File: config.mk
export PLATFORM = sky130hd
export DESIGN_NAME = vector_inner_product
export DESIGN_NICKNAME = d
export VERILOG_FILES = /design/src/rtl/vip_pkg.sv /design/src/rtl/vip_mac.sv /design/src/rtl/vector_inner_product.sv
export SDC_FILE = /design/constraint.sdc
export NUM_CORES = 2
export LEC_CHECK = 0
export ABC_AREA = 0
export CORE_AREA = 2 2 414 416
export DETAILED_ROUTE_END_ITERATION = 12
export DIE_AREA = 0 0 416 418
export DONT_BUFFER_PORTS = 1
export PLACE_DENSITY = 0.52
export RECOVER_POWER = 25
export SLEW_MARGIN = 40
export SYNTH_ARGS = -nofsm -noshare
export SYNTH_HDL_FRONTEND = slang
export SYNTH_HIERARCHICAL = 1
export SYNTH_SLANG_ARGS = --single-unit
export TNS_END_PERCENT = 5
File: constraint.sdc
create_clock -name clk -period 10.1 [get_ports clk]
set_clock_uncertainty 0.05 [all_clocks]
set_input_delay 2.02 -clock clk [delete_from_list [all_inputs] [get_ports clk]]
set_output_delay 2.02 -clock clk [all_outputs]
set_load 0.05 [all_outputs]
File: src/rtl/vip_pkg.sv
// Shared definitions for the vector inner-product datapath and its users:
// element width and the controller state encoding.
package vip_pkg;

  localparam int WORD_WIDTH = 32;

  typedef enum logic [1:0] {
    IDLE = 2'd0,
    CALC = 2'd1,
    DONE = 2'd2
  } vip_state_e;

endpackage : vip_pkg

File: src/rtl/vip_mac.sv
// Combinational multiply-accumulate: sum = acc + a*b, all modulo 2^WORD_WIDTH.
// Only the low word of the product and of the sum is kept, so signed and
// unsigned operands give the same bit pattern.
module vip_mac
  import vip_pkg::*;
(
  input  logic [WORD_WIDTH-1:0] acc_i,
  input  logic [WORD_WIDTH-1:0] a_i,
  input  logic [WORD_WIDTH-1:0] b_i,
  output logic [WORD_WIDTH-1:0] sum_o
);

  logic [WORD_WIDTH-1:0] prod_s;

  // Truncated product followed by truncated add.
  always_comb begin
    prod_s = a_i * b_i;
    sum_o  = acc_i + prod_s;
  end

endmodule : vip_mac

File: src/rtl/vector_inner_product.sv
// Inner product of two p-element vectors. Both vectors are captured together
// on a strobe handshake, then one element pair is accumulated per clock.
// The result is held with a strobe until the consumer acknowledges it.
module vector_inner_product
  import vip_pkg::*;
#(
  parameter  int p          = 16,
  localparam int word_width = WORD_WIDTH
) (
  input  logic                      clk,
  input  logic                      rst,
  input  logic [0:p*word_width-1]   vip_row,
  input  logic                      vip_row_stb,
  output logic                      vip_row_ack,
  input  logic [0:p*word_width-1]   vip_column,
  input  logic                      vip_column_stb,
  output logic                      vip_column_ack,
  output logic [0:word_width-1]     vip_result,
  output logic                      vip_result_stb,
  input  logic                      vip_result_ack
);

  // Index width is at least one bit so p=1 still has a legal counter.
  localparam int               IDX_W    = (p > 1) ? $clog2(p) : 1;
  localparam logic [IDX_W-1:0] LAST_IDX = IDX_W'(p - 1);

  vip_state_e                state_q, state_d;
  logic [IDX_W-1:0]          idx_q, idx_d;
  logic [word_width-1:0]     acc_q, acc_d;
  logic [0:p*word_width-1]   row_q, row_d;
  logic [0:p*word_width-1]   col_q, col_d;
  logic                      ack_q, ack_d;
  logic [word_width-1:0]     result_q, result_d;
  logic                      result_stb_q, result_stb_d;

  logic [word_width-1:0]     row_elem_s;
  logic [word_width-1:0]     col_elem_s;
  logic [word_width-1:0]     mac_sum_s;

  // Select the current element pair from the captured vectors.
  always_comb begin
    row_elem_s = row_q[int'(idx_q)*word_width +: word_width];
    col_elem_s = col_q[int'(idx_q)*word_width +: word_width];
  end

  vip_mac u_mac (
    .acc_i (acc_q),
    .a_i   (row_elem_s),
    .b_i   (col_elem_s),
    .sum_o (mac_sum_s)
  );

  // Next-state and datapath control; every register holds unless updated.
  always_comb begin
    state_d      = state_q;
    idx_d        = idx_q;
    acc_d        = acc_q;
    row_d        = row_q;
    col_d        = col_q;
    ack_d        = 1'b0;
    result_d     = result_q;
    result_stb_d = result_stb_q;

    case (state_q)
      IDLE: begin
        // Capture only when both vectors are offered in the same cycle.
        if (vip_row_stb && vip_column_stb) begin
          row_d   = vip_row;
          col_d   = vip_column;
          acc_d   = {word_width{1'b0}};
          idx_d   = {IDX_W{1'b0}};
          ack_d   = 1'b1;
          state_d = CALC;
        end else begin
          state_d = IDLE;
        end
      end

      CALC: begin
        acc_d = mac_sum_s;
        if (idx_q == LAST_IDX) begin
          result_d     = mac_sum_s;
          result_stb_d = 1'b1;
          idx_d        = {IDX_W{1'b0}};
          state_d      = DONE;
        end else begin
          idx_d   = idx_q + IDX_W'(1);
          state_d = CALC;
        end
      end

      DONE: begin
        // Capture is deliberately not allowed on the release edge.
        if (vip_result_ack) begin
          result_stb_d = 1'b0;
          state_d      = IDLE;
        end else begin
          state_d = DONE;
        end
      end

      default: begin
        result_stb_d = 1'b0;
        state_d      = IDLE;
      end
    endcase
  end

  // State and datapath registers with synchronous reset.
  always_ff @(posedge clk) begin
    if (rst) begin
      state_q      <= IDLE;
      idx_q        <= {IDX_W{1'b0}};
      acc_q        <= {word_width{1'b0}};
      row_q        <= {(p*word_width){1'b0}};
      col_q        <= {(p*word_width){1'b0}};
      ack_q        <= 1'b0;
      result_q     <= {word_width{1'b0}};
      result_stb_q <= 1'b0;
    end else begin
      state_q      <= state_d;
      idx_q        <= idx_d;
      acc_q        <= acc_d;
      row_q        <= row_d;
      col_q        <= col_d;
      ack_q        <= ack_d;
      result_q     <= result_d;
      result_stb_q <= result_stb_d;
    end
  end

  assign vip_row_ack    = ack_q;
  assign vip_column_ack = ack_q;
  assign vip_result     = result_q;
  assign vip_result_stb = result_stb_q;

endmodule : vector_inner_product

== After elaboration in Yosys (flattened, before gate mapping) ==
Cells that the tools add are included.
Word-level totals
  word-level logic and storage cells: 42
  output and inout port bits: 35
  flip-flop bits (word level): 1096
  bits of input ports: 1029
Cells by class
  shift-type cells: 2
  bitwise operators: 2
  multipliers: 1
  mux-type cells: 13
  $add $sub $neg: 2
  reductions and logical operators: 8
  equality and inequality tests: 6
Operator list (number)
  $shiftx 512x32->513: 2
  $pmux 32 s2: 1
  $add 32x32->32: 1
  $mul 32x32->32: 1
  $mux 32: 1
  $not 9->32: 1
  $mux 4: 2
  $pmux 4 s2: 1
  $ne 2x2->1 const B: 3
  $pmux 2 s3: 1
  $reduce_and 2->1: 3
  $add 4x1->4 const B: 1
  $eq 4x4->1 const B: 1
  $mux 1: 4
  $mux 2: 2
  $pmux 1 s3: 1
  $reduce_and 3->1: 1
  $eq 2x1->1 const B: 1
  $eq 2x2->1 const B: 1
  $logic_not 2->1: 1
  $reduce_bool 2->1: 1
  $reduce_or 2->1: 1
  $logic_and 1x1->1: 1
  $not 1->1: 1

== Depth between registers and ports, before layout ==
  depth in word-level cells: 5
  gate-level depth with buffers: 36
  mapped depth without buffers: 31

== Hierarchy ==
Netlist, hierarchy kept.
Modules (own cells, without submodules)
  vector_inner_product: cells an instance 5576, instances 1, sequential area each 21941.0 um2, area an instance 45703.8 um2
  vip_mac: cells an instance 1867, instances 1, sequential area each 0.0 um2, area an instance 16916.2 um2

== Worst setup path after synthesis ==
Ideal clock, no wire load.
  path type: flip-flop to flip-flop
  start point: reg idx_q[0]
  end point: reg acc_q[30]
  setup time: 0.070 ns
  buffers on the path: 4
  arrival: 7.923 ns
  path slack: 2.057 ns
  period minus slack after synthesis: 8.043 ns
  cell stages (with the launch flop): 33
  data required time: 9.980 ns
  cell sequence: dfxtp_1 > buf_4 > buf_2 > mux4_2 > a22oi_1 > nand2_1 > clkbuf_1 > clkbuf_1 > and2_1 > fa_1 > fa_1 > fa_1 > inv_1 > fa_1 > inv_1 > fa_1 > inv_1 > fa_1 > inv_1 > fa_1 > inv_1 > fa_1 > inv_1 > ha_1 > and3_1 > and3_2 > nand2_1 > a211oi_2 > o41ai_2 > a211o_1 > xnor2_1 > nand2_1 > a21oi_1
On the way
  word-level cells in the longest chain between the ends: 5
  elaborated cells between the ends (all ways): 6
  classes of those cells: add/sub (1); mul (1); shift (2); mux (1); bitwise (1)
Ends and longest elaborated chain
  start: declaration: line vector_inner_product.sv:28  | logic [IDX_W-1:0] idx_q, idx_d;
  start signal: assignment: line vector_inner_product.sv:113  | idx_q <= {IDX_W{1'b0}};
  start signal: assignment: line vector_inner_product.sv:122  | idx_q <= idx_d;
  $not 9->32 (implied by the code): line vector_inner_product.sv:42  | row_elem_s = row_q[int'(idx_q)*word_width +: word_width];
  $shiftx 512x32->513: line vector_inner_product.sv:42
  net row_elem_s[12]: line vector_inner_product.sv:36  | logic [word_width-1:0] row_elem_s;
  $mul 32x32->32: line vip_mac.sv:17  | prod_s = a_i * b_i;
  $add 32x32->32: line vip_mac.sv:18  | sum_o = acc_i + prod_s;
  net mac_sum_s[30]: line vector_inner_product.sv:38  | logic [word_width-1:0] mac_sum_s;
  $pmux 32 s2: line vector_inner_product.sv:64  | case (state_q)
  end signal: assignment: line vector_inner_product.sv:114  | acc_q <= {word_width{1'b0}};
  end: declaration: line vector_inner_product.sv:29  | logic [word_width-1:0] acc_q, acc_d;
The timed path passes the listed nets, and every way through them passes these cells.
A chain may end at the register's enable or synchronous reset.

== Final worst setup path ==
  start point: reg idx_q[0]
  end point: reg acc_q[31]
On the way
  word-level cells in the longest chain between the ends: 5
  elaborated cells between the ends (all ways): 6
  classes of those cells: add/sub (1); mul (1); shift (2); mux (1); bitwise (1)
Ends and longest elaborated chain
  $not 9->32 (implied by the code): line vector_inner_product.sv:43  | col_elem_s = col_q[int'(idx_q)*word_width +: word_width];
  $shiftx 512x32->513: line vector_inner_product.sv:43
  net col_elem_s[8]: line vector_inner_product.sv:37  | logic [word_width-1:0] col_elem_s;
  $mul 32x32->32: line vip_mac.sv:17
  $add 32x32->32: line vip_mac.sv:18
  net mac_sum_s[31]: line vector_inner_product.sv:38
  $pmux 32 s2: line vector_inner_product.sv:64
The timed path passes the listed nets, and every way through them passes these cells.

==> metrics.md <==
| Metric | Value |
|---|---|
| Outcome | `finished, violations left` |
| Failing checks | `capacitance limit, slew limit` |
| DP Area | `64560 sq um` |
| Clock-pin slew on the worst setup and hold paths | `0.06 ns` |
| Yosys reg bits | `approximately 1.1k` |
| Setup bufs post-CTS | `0` |
| Fin area | `between 60000 and 70000 sq um` |
| Hold path start | `col_q[356]` |
| WHS Path Cells | `2` |
| Setup slack, reg-to-reg | `~0.24 ns` |
| Initial antenna violation count | `92` |
| Vias in the first global route | `slightly above 50k` |
| Global-route wire length before repair | `around 380 mm` |
| Number of buffers created by CTS | `roughly 120` |
| GRT Residual Overflow | `0` |
| Most frequent cells in the layout | `nand2_1 (2389), a21oi_1 (1107), dfxtp_1 (1091), inv_1 (480), fa_1 (438)` |
| Row cnt | `151` |
| Critical-path maximum fanout | `41` |
| Fin crit period | `around 10 ns` |
| EDFF count, synth | `0` |
| Fraction of registers with async set/reset | `0` |
| Reg-to-reg startpoint | `idx_q[0]` |
| Hold_buf cts | `0` |
| WHS | `about 0.4 ns` |
| Filler cell count | `~17k` |
| Ys flop type | `dfxtp_1` |
| Width of the die | `between 400 and 500 microns` |
| Slowest CP cell | `a221oi_1` |
| CP Data Required Time | `~11 ns` |
| Syn nets | `approximately 9.0k` |
| Setup Viol. Count Final | `0` |
| Most Frequent Cell on Critical Path | `fa_1` |
| Layout area overhead | `10.16%` |
| Post-CTS Resized | `0` |
| CP Class | `flop to flop` |
| Synthesized instance count | `between 7k and 8k` |
| Hold Crit Class | `flop to flop` |
| Layout cells sized above 1 | `0.07309` |
| Syn_area_per_cell | `~8.4 sq um` |
| Final Net Count | `about 8.8k` |
| Largest net degree at the start of global routing | `around 230` |
| Final wirelength | `about 270 mm` |
| Worst Tran Pin Value | `about 7.4 ns` |
| DRT Pass-1 Iters | `6` |
| Initial Util | `0.3703` |
| Final Cycle Share | `0.9760` |
| Peak VDD IR | `approximately 0.00015 V` |
| Die H | `approximately 420 microns` |
| CP top delay family | `adder cells` |
| FMAX | `about 100 MHz` |
| Max cap viols | `4` |
| Clk root buf | `clkbuf_16` |
| Longest Clk Path Bufs | `3` |
| Ys Warns | `6` |
| Sequential area share after synthesis | `0.3504` |
| Final Max Tran Viols | `~360` |
| DP HPWL | `215.8 mm` |
| Leakage Power | `between 20 and 30 nW` |
| Final Hold Fails | `0` |
| Crit path capture type | `flop` |
| Gr usage total | `0.3051` |
| Mapped Area | `approximately 63000 sq um` |
| Critical Path AT | `between 10 and 15 ns` |
| I/O Pins | `~1.1k` |
| Post-synth top area cell | `dfxtp_1` |
| Worst-Skew Late Latency | `approximately 0.8 ns` |
| Worst rel slew slack | `-3.948` |
| Hold endpoint | `col_q[356]` |
| Core area | `169100 sq um` |
| Port Buffers | `0` |
| Critical Path Source Type | `flop` |
| CTS sink count | `between 1k and 1.5k` |
| Power Density | `approximately 160 nW/um^2` |
| DRC viols | `0` |
| CP max stage delay | `slightly below 0.8 ns` |
| Final ANT Viol Nets | `0` |
| Most common cell after layout, fill and taps aside | `nand2_1` |
| WP buf/inv | `7` |
| Yosys top cell area share | `0.3504` |
| Wire length per cell | `around 29 microns` |
| CTS H-tree lvls | `3` |
| Count of cell types in the netlist | `61` |
| Via count | `between 50k and 60k` |
| CTS tree | `yes` |
| Initial DRC count | `about 5k` |
| RSZ-0062 raised after global routing | `false` |
| Largest cells by area after synthesis | `dfxtp_1 (35%), nand2_1 (14%), fa_1 (14%), a21oi_1 (8.8%), mux4_2 (4.6%)` |
| R2r endpoint | `acc_q[31]` |
| Worst Reg2Reg Path Length in Cells | `30` |
| Final TNS setup | `0 ns` |
| Vias per std cell | `~5.5` |
| Die Footprint | `~170000 sq um` |
| Routability cong. | `between 0.9 and 1` |
-- final cells by class --
class / count / area, sq um / share of cell area
Tap cell: 2218 / 2775 / 0.04023
Multi-Input combinational cell: 5304 / 36360 / 0.5270
Clock inverter: 53 / 714.4 / 0.01036
Timing Repair Buffer: 158 / 1712 / 0.02481
Sequential cell: 1096 / 21950 / 0.3182
Clock buffer: 172 / 3468 / 0.05028
Antenna cell: 79 / 197.7 / 0.002866
Inverter: 482 / 1809 / 0.02623
-- layer usage --
layer / wire (microns) / up-vias / GRT usage / part of all wire
met1: 112800 / 26330 / 0.3948 / 0.41
met5: 117 / - / 0 / 0.00043
met4: 13790 / 18 / 0.1593 / 0.050
li1: - / 23690 / - / -
met2: 126100 / 2100 / 0.4758 / 0.46
met3: 20730 / 404 / 0.06891 / 0.076
-- report_power, final --
group	switching, W	internal, W	leakage, nW
clock	0.00198	0.00270	2.05
combinational	0.000946	0.000473	15.0
sequential	0.000146	0.00453	8.94
-- kinds of logic after synthesis --
| logic type | Yosys count | share of synthesized area |
|---|---|---|
| AOI/OAI and AO/OA | 1424 | 0.1266 |
| xor gates and xnor gates | 88 | 0.01265 |
| adders and majority gates | 563 | 0.1650 |
| buffers and inverters | 1043 | 0.07107 |
| DFF | 1096 | 0.3504 |
| muxes | 384 | 0.08696 |
| and+or+nand+nor | 2845 | 0.1873 |
-- flip-flops by register name, summed over array words and instances (netlist names) --
signal and cells:
vip_column_ack 1, col_q 512, idx_q 4, vip_result_stb 1
vip_result 32, state_q 2, row_q 512, acc_q 32
-- worst register-to-register path, delay by kind of cell (launching register included) --
kind / cells / cell delay (ns)
fa+ha+maj: 9 / 4.64
buf+inv: 7 / 1.31
compound gates: 7 / 1.75
xor+xnor: 1 / 0.17
flops: 1 / 0.68
simple gates: 5 / 1.00
mux: 1 / 0.15
-- worst max path at each step --
stage / from / endpoint / slack, ns / depth (start not counted)
global route: idx_q[0] / acc_q[31] / 0.05 / 29
CTS: idx_q[0] / acc_q[31] / 0.44 / 29
global placement: idx_q[0] / vip_result[1] / 0.50 / 30
finish: idx_q[0] / acc_q[31] / 0.24 / 30
detailed placement: idx_q[0] / acc_q[31] / 0.52 / 29
floorplan: idx_q[0] / acc_q[30] / 2.06 / 32
-- synth_stat cells, drive strengths merged, types with 6 or more instances --
library cell,number
nand2,2390
a21oi,1108
dfxtp,1096
inv,482
fa,438
and2,367
buf,287
clkbuf,274
mux2i,256
a221oi,128
mux4,128
ha,125
o21ai,75
a22oi,65
xnor2,63
nand3,42
xor2,24
nor2,21
a21o,14
nor3,6
-- through the flow --
| stage | utilization | setup slack [ns] | cells | power, W |
|---|---|---|---|---|
| 4_1_cts | 0.4065 | 0.4374 | 9479 | 0.01079 |
| 5_1_grt | 0.4077 | 0.04998 | 9546 | 0.01113 |
| 3_3_place_gp | 0.3798 | 0.4996 | 9230 | 0.006048 |
| 6_report | 0.4080 | 0.2421 | 9562 | 0.01078 |
| 3_5_place_dp | 0.3818 | 0.5158 | 9254 | 0.006146 |
| 2_1_floorplan | - | 2.057 | 7443 | 0.005649 |
Power figures use the tool's default switching activity.
